===== src/rtl/pipe_stage_reg.sv =====
// Inter-stage pipeline register: stall-vector mode (bubble/hold from the global
// stall vector) or elastic valid/ready mode with a 2-entry skid, plus bubble counter.
module pipe_stage_reg #(
  parameter int                 DATA_W  = 32+5+1,
  parameter int                 STALL_W = 6,
  parameter int                 STAGE   = 3,
  parameter int                 MODE    = 0,
  parameter logic [DATA_W-1:0]  NOP_VAL = '0,
  parameter int                 CNT_W   = 16
) (
  input  logic               clk,
  input  logic               rst,
  input  logic               flush,
  input  logic [STALL_W-1:0] stall,
  input  logic               in_valid,
  output logic               in_ready,
  input  logic [DATA_W-1:0]  in_data,
  output logic               out_valid,
  input  logic               out_ready,
  output logic [DATA_W-1:0]  out_data,
  output logic [CNT_W-1:0]   bubble_cnt
);

  logic bub_evt;

  // Each mode ignores part of the inputs; fold them here so nothing dangles.
  logic unused_ok;
  assign unused_ok = ^{stall, out_ready};

  always_ff @(posedge clk) begin
    if (rst)
      bubble_cnt <= '0;
    else if (bub_evt && (bubble_cnt != {CNT_W{1'b1}}))
      bubble_cnt <= bubble_cnt + 1'b1;
  end

  if (MODE == 0) begin : g_stall
    logic stall_here, stall_next;
    assign stall_here = stall[STAGE];
    assign stall_next = stall[STAGE+1];
    assign in_ready   = !rst && !stall_here;
    assign bub_evt    = flush || (stall_here && !stall_next);

    always_ff @(posedge clk) begin
      if (rst || flush) begin
        out_valid <= 1'b0;
        out_data  <= NOP_VAL;
      end else if (!stall_here) begin
        out_valid <= in_valid;
        out_data  <= in_valid ? in_data : NOP_VAL;
      end else if (!stall_next) begin
        out_valid <= 1'b0;
        out_data  <= NOP_VAL;
      end
    end
  end else begin : g_elastic
    typedef enum logic [1:0] {S_EMPTY, S_ONE, S_TWO} state_t;
    state_t            state;
    logic [DATA_W-1:0] main_q, skid_q;
    logic              push, pop;

    // in_ready comes from registered state only, so no path from out_ready.
    assign in_ready  = !rst && (state != S_TWO);
    assign out_valid = (state != S_EMPTY);
    assign out_data  = main_q;
    assign push      = in_valid && in_ready;
    assign pop       = out_valid && out_ready;
    assign bub_evt   = flush || (out_ready && !out_valid);

    always_ff @(posedge clk) begin
      if (rst || flush) begin
        state  <= S_EMPTY;
        main_q <= NOP_VAL;
        skid_q <= NOP_VAL;
      end else begin
        case (state)
          S_EMPTY: if (push) begin
            main_q <= in_data;
            state  <= S_ONE;
          end
          S_ONE: begin
            if (push && pop) begin
              main_q <= in_data;
            end else if (push) begin
              skid_q <= in_data;
              state  <= S_TWO;
            end else if (pop) begin
              main_q <= NOP_VAL;
              state  <= S_EMPTY;
            end
          end
          S_TWO: if (pop) begin
            main_q <= skid_q;
            skid_q <= NOP_VAL;
            state  <= S_ONE;
          end
          default: state <= S_EMPTY;
        endcase
      end
    end
  end

endmodule


===== config.mk =====
export PLATFORM = sky130hd
export DESIGN_NAME = pipe_stage_reg
export DESIGN_NICKNAME = d
export VERILOG_FILES = /design/src/rtl/pipe_stage_reg.sv
export SDC_FILE = /design/constraint.sdc
export NUM_CORES = 1
export LEC_CHECK = 0
export CAP_MARGIN = 20
export CORE_MARGIN = 5
export CORE_UTILIZATION = 36
export CTS_CLUSTER_DIAMETER = 60
export DETAILED_ROUTE_END_ITERATION = 7
export HOLD_SLACK_MARGIN = 0.1
export PLACE_DENSITY = 0.85
export SLEW_MARGIN = 20
export SYNTH_ARGS = -nofsm -noshare
export SYNTH_HDL_FRONTEND = slang
export SYNTH_SLANG_ARGS = --single-unit
export TNS_END_PERCENT = 5

===== constraint.sdc =====
create_clock -name clk -period 4 [get_ports clk]
set_clock_uncertainty 0.2 [all_clocks]
set_input_delay 0.8 -clock clk [delete_from_list [all_inputs] [get_ports clk]]
set_output_delay 0.8 -clock clk [all_outputs]
set_load 0.02 [all_outputs]

* Yosys cells after proc, flatten, opt, wreduce, memory -nomap -nowiden
Index checks and enable logic that the tools add are counted.
** Operators by class
- $add $sub $neg :: 1
- Equality and inequality tests :: 2
- Multiplexer cells :: 5
- Reduce and logical (&&, ||, !) cells :: 8
** Operator list (number)
- 38-bit two-way mux :: 3
- 16-bit by 1-bit adder with 16-bit output, second input constant :: 1
- 16-bit != test, second input constant :: 1
- 1-bit logical AND :: 3
- 1-bit zero test :: 3
- 1-bit logical OR :: 2
- 1-bit two-way mux :: 2
- 2-bit != test, second input constant :: 1
** Word-level totals
- Flip-flop bits (word level) :: 55
- Input port bits :: 49
- Output and inout port bits :: 56
- Logic and storage cells :: 19

* Depth between registers and ports, before layout
- Depth after elaboration :: 4
- Gate-level depth with buffers :: 7
- Gate-level depth less buffers :: 6

* Least setup slack after synthesis
OpenSTA, ideal clock, no wires.
- Path kind :: input port to output port
- Start point :: input rst
- End point :: output in_ready
- Arrival :: 1.480 ns
- Required time :: 3.000 ns
- Slack :: 1.520 ns
- Stages :: 3
- Path buffers :: 2
- Cells stage by stage :: clkbuf_1 clkbuf_1 nor2_1
** On the way
- Longest elaborated chain between the ends :: 2
** RTL lines
- start: declaration :: line 12 : input logic rst,
- 1-bit zero test :: line 41 : assign in_ready = !rst && !stall_here;
- 1-bit logical AND :: line 41
- end: declaration :: line 16 : output logic in_ready,
No other way between the ends.

* Worst setup path after layout
Same ends and word-level chain as after synthesis.

==> flow_results.org <==
** Yosys
- Counting every net in the synthesized netlist gives 280.
- After synthesis the netlist holds a flip-flop and latch count of 55.
- The synthesized netlist occupies a cell area of 0.002136 sq mm.
- sky130_fd_sc_hd__dfxtp_1 takes more of the synthesized area than any other cell.
- Sequential element share of the synthesized area :: 51.55%
- Counting flops with a built-in enable in the synthesized netlist gives 0.
- Synthesis produced 230 cells.
- Cell variety after synth :: 33
- Yosys top cell area share :: between 50 and 60%
- Async set-or-reset flop fraction in the synthesized netlist :: 0%
- The average instance in the mapped netlist occupies between 9 and 10 sq um.
- Leading cell types by total area after synthesis :: sky130_fd_sc_hd__dfxtp_1 (52%), sky130_fd_sc_hd__a22oi_1 (13%), sky130_fd_sc_hd__nor2_1 (10%)
- In the synthesized netlist the dominant register cell turns out to be sky130_fd_sc_hd__dfxtp_1.
- Yosys warning total :: 0

** Final layout
- The post-route netlist has under 10% of its cells at a drive strength greater than 1.
- Across the whole layout, storage elements account for 0.001101 sq mm.
- The repair_antennas step left the layout with diodes totalling 0.
- In the final layout, the multi-input gates occupy approximately 960 sq um.
- Post-route cell area :: 0.003278 sq mm
- Net count of the finished layout :: between 300 and 400
- Fill cell count :: approximately 520
- Compared with the post-synthesis result, the final layout area differs by 53.49%.

** Place
- Before CTS, the worst setup slack after placement is roughly 900 ps.
- Dpl hpwl :: ~4000 um
- Placed instance area :: 0.003183 sq mm
- Number of buffer cells added on primary ports :: 99
- Gp weighted congestion :: about 0.77

** Clock network
- The longest clock path from root to sink contains 2 buffers.
- H-tree Lvls :: 2
- Post-CTS timing repair inserted 0 buffers for setup.
- Clock-pin slew was measured on the worst setup and hold paths at approximately 80 ps.
- Clock Sink Count :: 55
- The cell sitting at the root of the clock tree is a sky130_fd_sc_hd__clkbuf_8.
- TritonCTS built the clock tree.
- Hold repair after CTS inserted 0 buffers.
- Total clock buffers created by CTS :: 5
- Post-cts repair resize count :: 0
- Clk Latency, worst-skew pair :: around 300 ps

** Power
- Power density of the placed cells :: a little over 300 mW/mm^2
- Static Leak :: between 0.001 and 0.0015 uW
- Worst IR drop on VDD :: between 0.15 and 0.2 mV

** Global route
- The initial antenna violation count was 0.
- In the global route stage, overall resource usage came out at between 10% and 20%.
- Met1 GRT Util :: approximately 17%
- The first global-routing pass estimated a little under 9000 um of wire.
- Met2 Use GR :: approximately 25%
- In the global route stage, met3 resource usage came out at between 5 and 6%.
- The number of global-route vias before repair is just under 2000.
- After global routing, the most crowded layer is met2.
- Maximum number of pins on one net before global-route repair :: 40
- Sum of overflow across all layers after global routing :: 0

** Job
- The tool flagged a number of max-cap violations equal to 0.

** Worst setup path
- For this run, the slowest stage of the critical path takes ~600 ps.
- Bufs and invs on worst path :: 3
- At the worst endpoint, the required time is 3000 ps.
- On the critical path, the stage with the largest delay is an instance of sky130_fd_sc_hd__clkdlybuf4s50_1.
- In this run the worst path has a maximum fanout of 18.
- For flop-to-flop paths, the worst setup slack is 1820 ps.
- Most common cell type on the critical path :: sky130_fd_sc_hd__clkdlybuf4s50_1
- Critical Path Source Type :: input port
- The cell family contributing the most delay on the critical path is buffers and inverters.
- Kind of end point of the critical path :: primary output
- Type of the setup path with the least slack :: input port to primary output
- Walking the worst path, the cells encountered are clkdlybuf4s50_1 -> buf_4 -> nor2_1 -> clkdlybuf4s50_1.
- Critical path arrival :: roughly 2100 ps

** Detailed routing
- In the final routed layout, each cell accounts on average for 13.90 um.
- Detail Route Antenna Nets :: 0
- In the routed design, unresolved DRC markers number 0.
- Via-to-Cell Ratio :: around 5
- Vias after detailed routing :: 2030
- The final layout contains routed wiring with a total length of around 5600 um.
- Detailed Routing Iterations Pass 1 :: 4
- The first routing iteration left between 70 and 80 violations.

** Floorplan
- The floorplan step set the die height to about 87 um.
- In this run the count of I/O pins placed on the die edge is between 100 and 150.
- After floorplanning, the core was divided into 28 placement rows.
- The die is just under 90 um wide.
- Area of the core :: approximately 0.006 sq mm
- The die covers about 0.0076 sq mm.
- Initial core utilization :: between 30% and 40%

** Timing
- Setup repair after global routing missed its margin :: no
- Summed over all failing endpoints, the final setup total negative slack is 0 ps.
- Setup violations remaining at the end of the flow were counted as 0.
- Once routing completed, OpenROAD measured the worst setup slack at around 900 ps.
- Min Tclk post-route :: between 3000 and 4000 ps
- Max-slew headroom at the worst pin :: about 50%
- Transition time at the pin with the least slew margin :: about 750 ps
- Hold violation total from the final report :: 0
- Hold is met by ~300 ps.
- The number of max-slew violations in the final report came to 0.
- F_max :: approximately 320 MHz
- After layout, the worst path uses 77.38% of the clock period.

** Hold path
- Worst min-delay path class :: register to register

** Run status
- Status :: complete, no violations
## kinds of logic after synthesis
logic type	synth area share, %
multiplexers	1.465
XOR/XNOR	4.511
flip-flops	51.55
adder cells (fa/ha/maj)	0.5857
AO/OA/AOI/OAI	20.68
buffers and inverters	3.807
AND/OR/NAND/NOR	17.40
## cell usage in the layout (no fill, tap or decap)
master,netlist,routed
sky130_fd_sc_hd__clkdlybuf4s50_1,0,99
sky130_fd_sc_hd__nor2_1,58,58
sky130_fd_sc_hd__dfxtp_1,55,55
sky130_fd_sc_hd__a22oi_1,38,38
sky130_fd_sc_hd__xnor2_1,11,11
sky130_fd_sc_hd__a211oi_1,8,8
sky130_fd_sc_hd__nand2_1,7,7
sky130_fd_sc_hd__a21oi_1,7,7
sky130_fd_sc_hd__clkbuf_8,0,6
sky130_fd_sc_hd__buf_4,0,4
sky130_fd_sc_hd__nand3_1,3,3
sky130_fd_sc_hd__inv_1,3,3
sky130_fd_sc_hd__and3_4,2,2
sky130_fd_sc_hd__mux2i_1,2,2
sky130_fd_sc_hd__o211ai_1,2,2
sky130_fd_sc_hd__o21ai_0,2,2
sky130_fd_sc_hd__or2_2,1,1
sky130_fd_sc_hd__and2_1,1,1
sky130_fd_sc_hd__nor2b_2,0,1
sky130_fd_sc_hd__and2b_1,1,1
sky130_fd_sc_hd__and3_1,1,1
sky130_fd_sc_hd__o2111ai_1,1,1
sky130_fd_sc_hd__nor3_1,1,1
sky130_fd_sc_hd__and4_1,1,1
sky130_fd_sc_hd__nor3_2,1,1
sky130_fd_sc_hd__and4_4,1,1
sky130_fd_sc_hd__and4_2,1,1
sky130_fd_sc_hd__mux2_2,1,1
sky130_fd_sc_hd__nand4_1,1,1
sky130_fd_sc_hd__a2111oi_4,1,1
sky130_fd_sc_hd__nor4_1,1,1
sky130_fd_sc_hd__ha_1,1,1
sky130_fd_sc_hd__clkbuf_1,12,1
sky130_fd_sc_hd__clkinv_4,0,1
## flip-flops by register name (all words and copies together) (netlist names)
signal	flops
bubble_cnt	16
out_data	38
out_valid	1
## power by group
group	switching (uW)	internal, uW
logic	56.5	70.6
clock network	168	142
registers	7.40	557
total	232	770
## worst paths after layout
kind | from | endpoint | cells after the start
setup / recovery | rst | in_ready | 4
hold / removal | out_valid | out_valid | 2
setup reg to reg | bubble_cnt[0] | bubble_cnt[1] | 6
hold reg to reg | out_valid | out_valid | 2
## worst register-to-register path, delay by kind of cell, from the launching register on
kind                     cells  cell delay [ps]
flip-flops                   1              410
adder cells (fa/ha/maj)      1              210
AND/OR/NAND/NOR              3              810
multiplexers                 1              210
AO/OA/AOI/OAI                1              240
## final cells by class
class / count / share of cell area, %
inverters: 3 / 0.3435
clock buffers: 7 / 2.634
repair buffers: 103 / 31.15
clock inverters: 1 / 0.2672
multi-input cells: 156 / 29.16
flip-flops and latches: 55 / 33.59
well taps: 75 / 2.863
## synth_stat cells, types with 2 or more instances
| cell | instances |
|---|---|
| sky130_fd_sc_hd__a211oi_1 | 8 |
| sky130_fd_sc_hd__a21oi_1 | 7 |
| sky130_fd_sc_hd__a22oi_1 | 38 |
| sky130_fd_sc_hd__and3_4 | 2 |
| sky130_fd_sc_hd__buf_2 | 2 |
| sky130_fd_sc_hd__clkbuf_1 | 12 |
| sky130_fd_sc_hd__dfxtp_1 | 55 |
| sky130_fd_sc_hd__inv_1 | 3 |
| sky130_fd_sc_hd__mux2i_1 | 2 |
| sky130_fd_sc_hd__nand2_1 | 7 |
| sky130_fd_sc_hd__nand3_1 | 3 |
| sky130_fd_sc_hd__nor2_1 | 58 |
| sky130_fd_sc_hd__o211ai_1 | 2 |
| sky130_fd_sc_hd__o21ai_0 | 2 |
| sky130_fd_sc_hd__xnor2_1 | 11 |
## per-layer routing
layer,part of all wire (%),vias up
li1,-,998
met4,1.1,0
met5,0,-
met2,49,66
met3,8.7,7
met1,41,959
## stage by stage
stage / power [uW] / utilization, % / cells
after global routing: 1057 / 56.03 / 400
after floorplan: 630.0 / - / 230
after CTS: 1022 / 56.03 / 400
after global placement: 703.2 / 54.41 / 392
final: 1002 / 56.03 / 400
after detailed placement: 706.2 / 54.41 / 392
Note: power is estimated with default switching activity, not from simulation.
